--- config.mk ---
export PLATFORM = sky130hd
export DESIGN_NAME = spi_mem_arbiter
export DESIGN_NICKNAME = d
export VERILOG_FILES = /design/src/rtl/spi_mem_arbiter.sv
export SDC_FILE = /design/constraint.sdc
export NUM_CORES = 1
export LEC_CHECK = 0
export BUFFER_PORTS_ARGS = -buffer_cell sky130_fd_sc_hd__buf_2
export CAP_MARGIN = 0
export CORE_UTILIZATION = 49
export DETAILED_ROUTE_END_ITERATION = 8
export PLACE_DENSITY = 0.87
export RECOVER_POWER = 25
export SYNTH_ARGS = -nofsm -noshare
export SYNTH_HDL_FRONTEND = slang
export SYNTH_SLANG_ARGS = --single-unit
--- constraint.sdc ---
create_clock -name clk_in -period 3.4 [get_ports clk_in]
set_input_delay 0.34 -clock clk_in [delete_from_list [all_inputs] [get_ports clk_in]]
set_output_delay 0.34 -clock clk_in [all_outputs]
set_load 0.03 [all_outputs]
--- src/rtl/spi_mem_arbiter.sv ---
// Arbitrates the shared SPI memory controller between instruction fetch and load/store ports.
// Optional build macro ARB_ROUND_ROBIN_EN selects alternating grants instead of DMEM priority.
package spi_mem_arbiter_pkg;
    typedef enum logic [1:0] {
        TYPE_IMEM_READ  = 2'd0,
        TYPE_DMEM_READ  = 2'd1,
        TYPE_DMEM_WRITE = 2'd2
    } mem_type_t;
endpackage

module spi_mem_arbiter
    import spi_mem_arbiter_pkg::*;
#(
    parameter int unsigned STARVE_LIMIT = 2
) (
    input  logic        clk_in,
    input  logic        reset_n_in,
    input  logic        imem_req_in,
    input  logic [15:0] imem_addr_in,
    output logic        imem_ack_out,
    output logic [15:0] imem_data_out,
    input  logic        dmem_req_in,
    input  logic        dmem_we_in,
    input  logic [15:0] dmem_addr_in,
    input  logic [7:0]  dmem_wdata_in,
    output logic        dmem_ack_out,
    output logic [7:0]  dmem_rdata_out,
    output logic [15:0] ctl_addr_out,
    output logic        ctl_addr_valid_out,
    output logic [7:0]  ctl_wdata_out,
    output mem_type_t   ctl_mem_type_out,
    input  logic [15:0] ctl_flash_data_in,
    input  logic        ctl_flash_valid_in,
    input  logic [7:0]  ctl_psram_data_in,
    input  logic        ctl_psram_valid_in,
    input  logic        ctl_busy_in
);
    typedef enum logic [1:0] {IDLE, ISSUE, WAIT_START, WAIT_DONE} state_t;

    state_t      state_q;
    logic [15:0] ctl_addr_q;
    logic        ctl_av_q;
    logic [7:0]  ctl_wdata_q;
    mem_type_t   ctl_type_q;
    logic        imem_ack_q;
    logic [15:0] imem_data_q;
    logic        dmem_ack_q;
    logic [7:0]  dmem_rdata_q;

    logic        grant;
    logic        gnt_imem;
    logic [15:0] gnt_addr;
    mem_type_t   gnt_type;

`ifdef ARB_ROUND_ROBIN_EN
    logic rr_q, rr_d;  // 0: IMEM preferred on a tie, 1: DMEM preferred
`else
    localparam logic [3:0] LIMIT = 4'(STARVE_LIMIT);
    logic [3:0] starve_q, starve_d;
`endif

    // The ack cycle blocks a new grant: the requester still shows its old req that cycle.
    always_comb begin
        grant = (state_q == IDLE) && (imem_req_in || dmem_req_in) && !ctl_busy_in
                && !imem_ack_q && !dmem_ack_q;
`ifdef ARB_ROUND_ROBIN_EN
        gnt_imem = imem_req_in && (!dmem_req_in || !rr_q);
        rr_d = rr_q;
        if (grant) rr_d = gnt_imem;
`else
        gnt_imem = imem_req_in && (!dmem_req_in || starve_q == LIMIT);
        starve_d = starve_q;
        if (!imem_req_in) begin
            starve_d = '0;
        end else if (grant) begin
            if (gnt_imem) starve_d = '0;
            else if (starve_q != LIMIT) starve_d = starve_q + 4'd1;
        end
`endif
        gnt_addr = gnt_imem ? imem_addr_in : dmem_addr_in;
        if (gnt_imem)        gnt_type = TYPE_IMEM_READ;
        else if (dmem_we_in) gnt_type = TYPE_DMEM_WRITE;
        else                 gnt_type = TYPE_DMEM_READ;
    end

    always_ff @(posedge clk_in or negedge reset_n_in) begin
        if (!reset_n_in) begin
            state_q      <= IDLE;
            ctl_addr_q   <= '0;
            ctl_av_q     <= 1'b0;
            ctl_wdata_q  <= '0;
            ctl_type_q   <= TYPE_IMEM_READ;
            imem_ack_q   <= 1'b0;
            imem_data_q  <= '0;
            dmem_ack_q   <= 1'b0;
            dmem_rdata_q <= '0;
`ifdef ARB_ROUND_ROBIN_EN
            rr_q         <= 1'b0;
`else
            starve_q     <= '0;
`endif
        end else begin
            imem_ack_q <= 1'b0;
            dmem_ack_q <= 1'b0;
            ctl_av_q   <= 1'b0;
`ifdef ARB_ROUND_ROBIN_EN
            rr_q       <= rr_d;
`else
            starve_q   <= starve_d;
`endif
            case (state_q)
                IDLE: begin
                    if (grant) begin
                        ctl_addr_q  <= gnt_addr;
                        ctl_wdata_q <= dmem_wdata_in;
                        ctl_type_q  <= gnt_type;
                        ctl_av_q    <= 1'b1;
                        state_q     <= ISSUE;
                    end
                end
                ISSUE: state_q <= WAIT_START;
                WAIT_START: begin
                    if (ctl_busy_in) state_q <= WAIT_DONE;
                end
                WAIT_DONE: begin
                    case (ctl_type_q)
                        TYPE_IMEM_READ: begin
                            if (ctl_flash_valid_in) begin
                                imem_data_q <= ctl_flash_data_in;
                                imem_ack_q  <= 1'b1;
                                state_q     <= IDLE;
                            end
                        end
                        TYPE_DMEM_READ: begin
                            if (ctl_psram_valid_in) begin
                                dmem_rdata_q <= ctl_psram_data_in;
                                dmem_ack_q   <= 1'b1;
                                state_q      <= IDLE;
                            end
                        end
                        TYPE_DMEM_WRITE: begin
                            if (!ctl_busy_in) begin
                                dmem_ack_q <= 1'b1;
                                state_q    <= IDLE;
                            end
                        end
                        default: state_q <= IDLE;
                    endcase
                end
                default: state_q <= IDLE;
            endcase
        end
    end

    assign ctl_addr_out       = ctl_addr_q;
    assign ctl_addr_valid_out = ctl_av_q;
    assign ctl_wdata_out      = ctl_wdata_q;
    assign ctl_mem_type_out   = ctl_type_q;
    assign imem_ack_out       = imem_ack_q;
    assign imem_data_out      = imem_data_q;
    assign dmem_ack_out       = dmem_ack_q;
    assign dmem_rdata_out     = dmem_rdata_q;

endmodule

==> results.ini <==
[global_routing]
grt_pass1_vias = 2150
antenna_found_initial = 0
grt_max_degree = 37
grt_pass1_wl_mm = 9.76
overflow = 0
track_usage_pct = 24.1

[sta]
fmax_ghz = 0.443
holdWs_ns = 0.203
finalSetupViolCount = 0
setup_ws_ns = 1.14
hold_viol = 0
period_share_pct = 66.4
slew_viol_final = 37
tns_ns = 0
fin_skew_ns = 0.00574
fin_crit_ns = 2.26
rsz0062_at_grt = no
slew_headroom_pct = -25.3
worstMarginPinSlew_ns = 1.88

[clock_network]
postCtsSetupBuffers = 0
numCtsBuffers = 9
cts_sinks = 59
insertion_delay_ns = 0.33
cts_tree = built
ctsResizeCount = 0
max-clock-path-buffers = 2
clkTransAtPathRegs_ns = 0.06
htree_levels = 3
cts_root_buf = clkbuf_8
ctsHoldBuffers = 0

[worst_setup_path]
worstRegToRegCells = 7
path_class = flop to flop
cp_max_fo = 33
arrival_ns = 2.51
cp_data_required_time_ns = 3.65
worst_setup_path_start_kind = flop
end_kind = flop

[floorplanning]
row_count = 25
start_util_pct = 52.3
design.core.area_sq_mm = 0.00488
dieArea_sq_mm = 0.00550
ios = 125
die_x_um = 74.2
die_h_um = 74.2

[logic_synthesis]
ys_types = 27
ys.flop_type = dfrtp_1
ys_ff_latch = 59
syn_area_per_cell_sq_um = 10.7
synth_edf_count = 0
yosys_warnings = 0
syn-num-nets = 318
yosysTopAreaCellShare_pct = 57.8
netlist_area_sq_mm = 0.00255
yosysTopAreaCell = dfrtp_1
synth-seq-area-share_pct = 57.8
ys_top_cells_by_area = dfrtp_1 58%, mux2_2 11%, nand2_1 6.9%
synthCells = 238
synth-async-reset-ratio_pct = 100

[route]
num_vias = 2172
drc_errors = 0
avgRoutedWirePerCell_um = 13.6
drt_iter0_markers = 117
ant_nets = 0
avgViaCountPerCell = 4.98
drt_first_pass_iters = 4
totalWireLength_mm = 5.95

[power]
intPower_mw = 1.80
p_switching_mw = 1.44
p_comb_share_pct = 47.4
netSwitchingFraction_pct = 44.4
p_seq_share_pct = 36.3
p_clk_share_pct = 16.3
total_leakage_power_nw = 1.81
powerDensity_mw_per_mm2 = 958
power_mw = 3.25
vdd_drop_max_mv = 0.528

[cells_and_area]
final_util_pct = 69.5
antenna_cells = 0
final_common_cell = buf_2
drive_gt1_share_pct = 45.3
syn_to_final_growth_pct = 32.7
final_cell_mix = 123 x buf_2, 59 x dfrtp_1, 47 x nand2_1, 33 x a21oi_1, 25 x mux2_2
num-nets-final = 445

[place]
post-dp-hpwl_mm = 4.28
io_buffers = 124
gp_congestion = 0.825
dp_slack_ns = 1.12

[worst_hold_path]
hold_class = input pin to flop
holdPathStages = 3

[job]
drv_cap = 1

[status]
failed_checks = capacitance limit, slew limit
outcome = complete, but fails checks

through the flow:
step	std cells	area (sq um)
global route	436	3390
finish	436	3390
CTS	436	3390
detailed placement	421	3230
global placement	421	3230
floorplan	238	2550
logic make-up after synthesis:
logic type | after synthesis | synth area share [%]
buffers and inverters | 19 | 2.99
and+or+nand+nor | 78 | 13.3
adders and majority gates | 8 | 3.92
AOI/OAI and AO/OA | 49 | 11.0
DFF | 59 | 57.8
muxes | 25 | 11.0
cell usage after synthesis (3+ instances only):
library cell and n:
dfrtp_1 59, nand2_1 47, a21oi_1 33, mux2_2 25, nor2_1 16, inv_1 9
ha_1 8, clkbuf_1 6, o21ai_0 5, buf_2 4, nand3_1 4, a21boi_0 3
nand2b_1 3, or3_1 3
worst max-delay path, stage by stage (launching register included):
cell and delay (ns):
dfrtp_1 0.40, inv_1 0.10, ha_1 0.20, or4b_4 0.66, inv_1 0.37, buf_4 0.29
nor2_1 0.06, a21oi_1 0.11
sequential cells by signal, summed over array words and instances (netlist names):
name                flops
ctl_addr_out           16
dmem_rdata_out          8
ctl_addr_valid_out      1
ctl_wdata_out           8
starve_q                4
imem_data_out          16
imem_ack_out            1
ctl_mem_type_out        2
dmem_ack_out            1
state_q                 2
area by class of cell:
class / count / area, sq um
clock buffer: 12 / 145
sequential: 59 / 1480
inverter: 9 / 33.8
multi-input combinational: 160 / 1000
fill: 400 / 1490
clock inverter: 3 / 15.0
tap: 67 / 83.8
timing repair buffer: 126 / 634
worst paths after layout:
path	startpoint	endpoint	slack, ns
min in group asynchronous	reset_n_in	ctl_addr_out[9]	0.53
max reg2reg	state_q[0]	ctl_addr_out[2]	1.14
min	dmem_wdata_in[0]	ctl_wdata_out[0]	0.20
max in group asynchronous	reset_n_in	imem_data_out[14]	1.68
min reg2reg	ctl_wdata_out[6]	ctl_wdata_out[6]	0.48
max	state_q[0]	ctl_addr_out[2]	1.14
power groups by stage:
stage / sequential (mW) / clock [mW] / combinational (mW)
finish: 1.18 / 0.528 / 1.54
global route: 1.22 / 0.573 / 1.67
global placement: 1.17 / 0 / 1.51
CTS: 1.18 / 0.542 / 1.56
floorplan: 1.77 / 0 / 0.485
detailed placement: 1.18 / 0 / 1.55
metal layers:
metal | track usage (%) | share of wire (%) | vias to the layer above
li1 | - | - | 1054
met1 | 28.9 | 41 | 1016
met2 | 40.3 | 51 | 87
met3 | 4.61 | 4.5 | 15
met4 | 14.5 | 2.9 | 0
met5 | 0 | 0 | -
(Power assumes the default switching activity.)
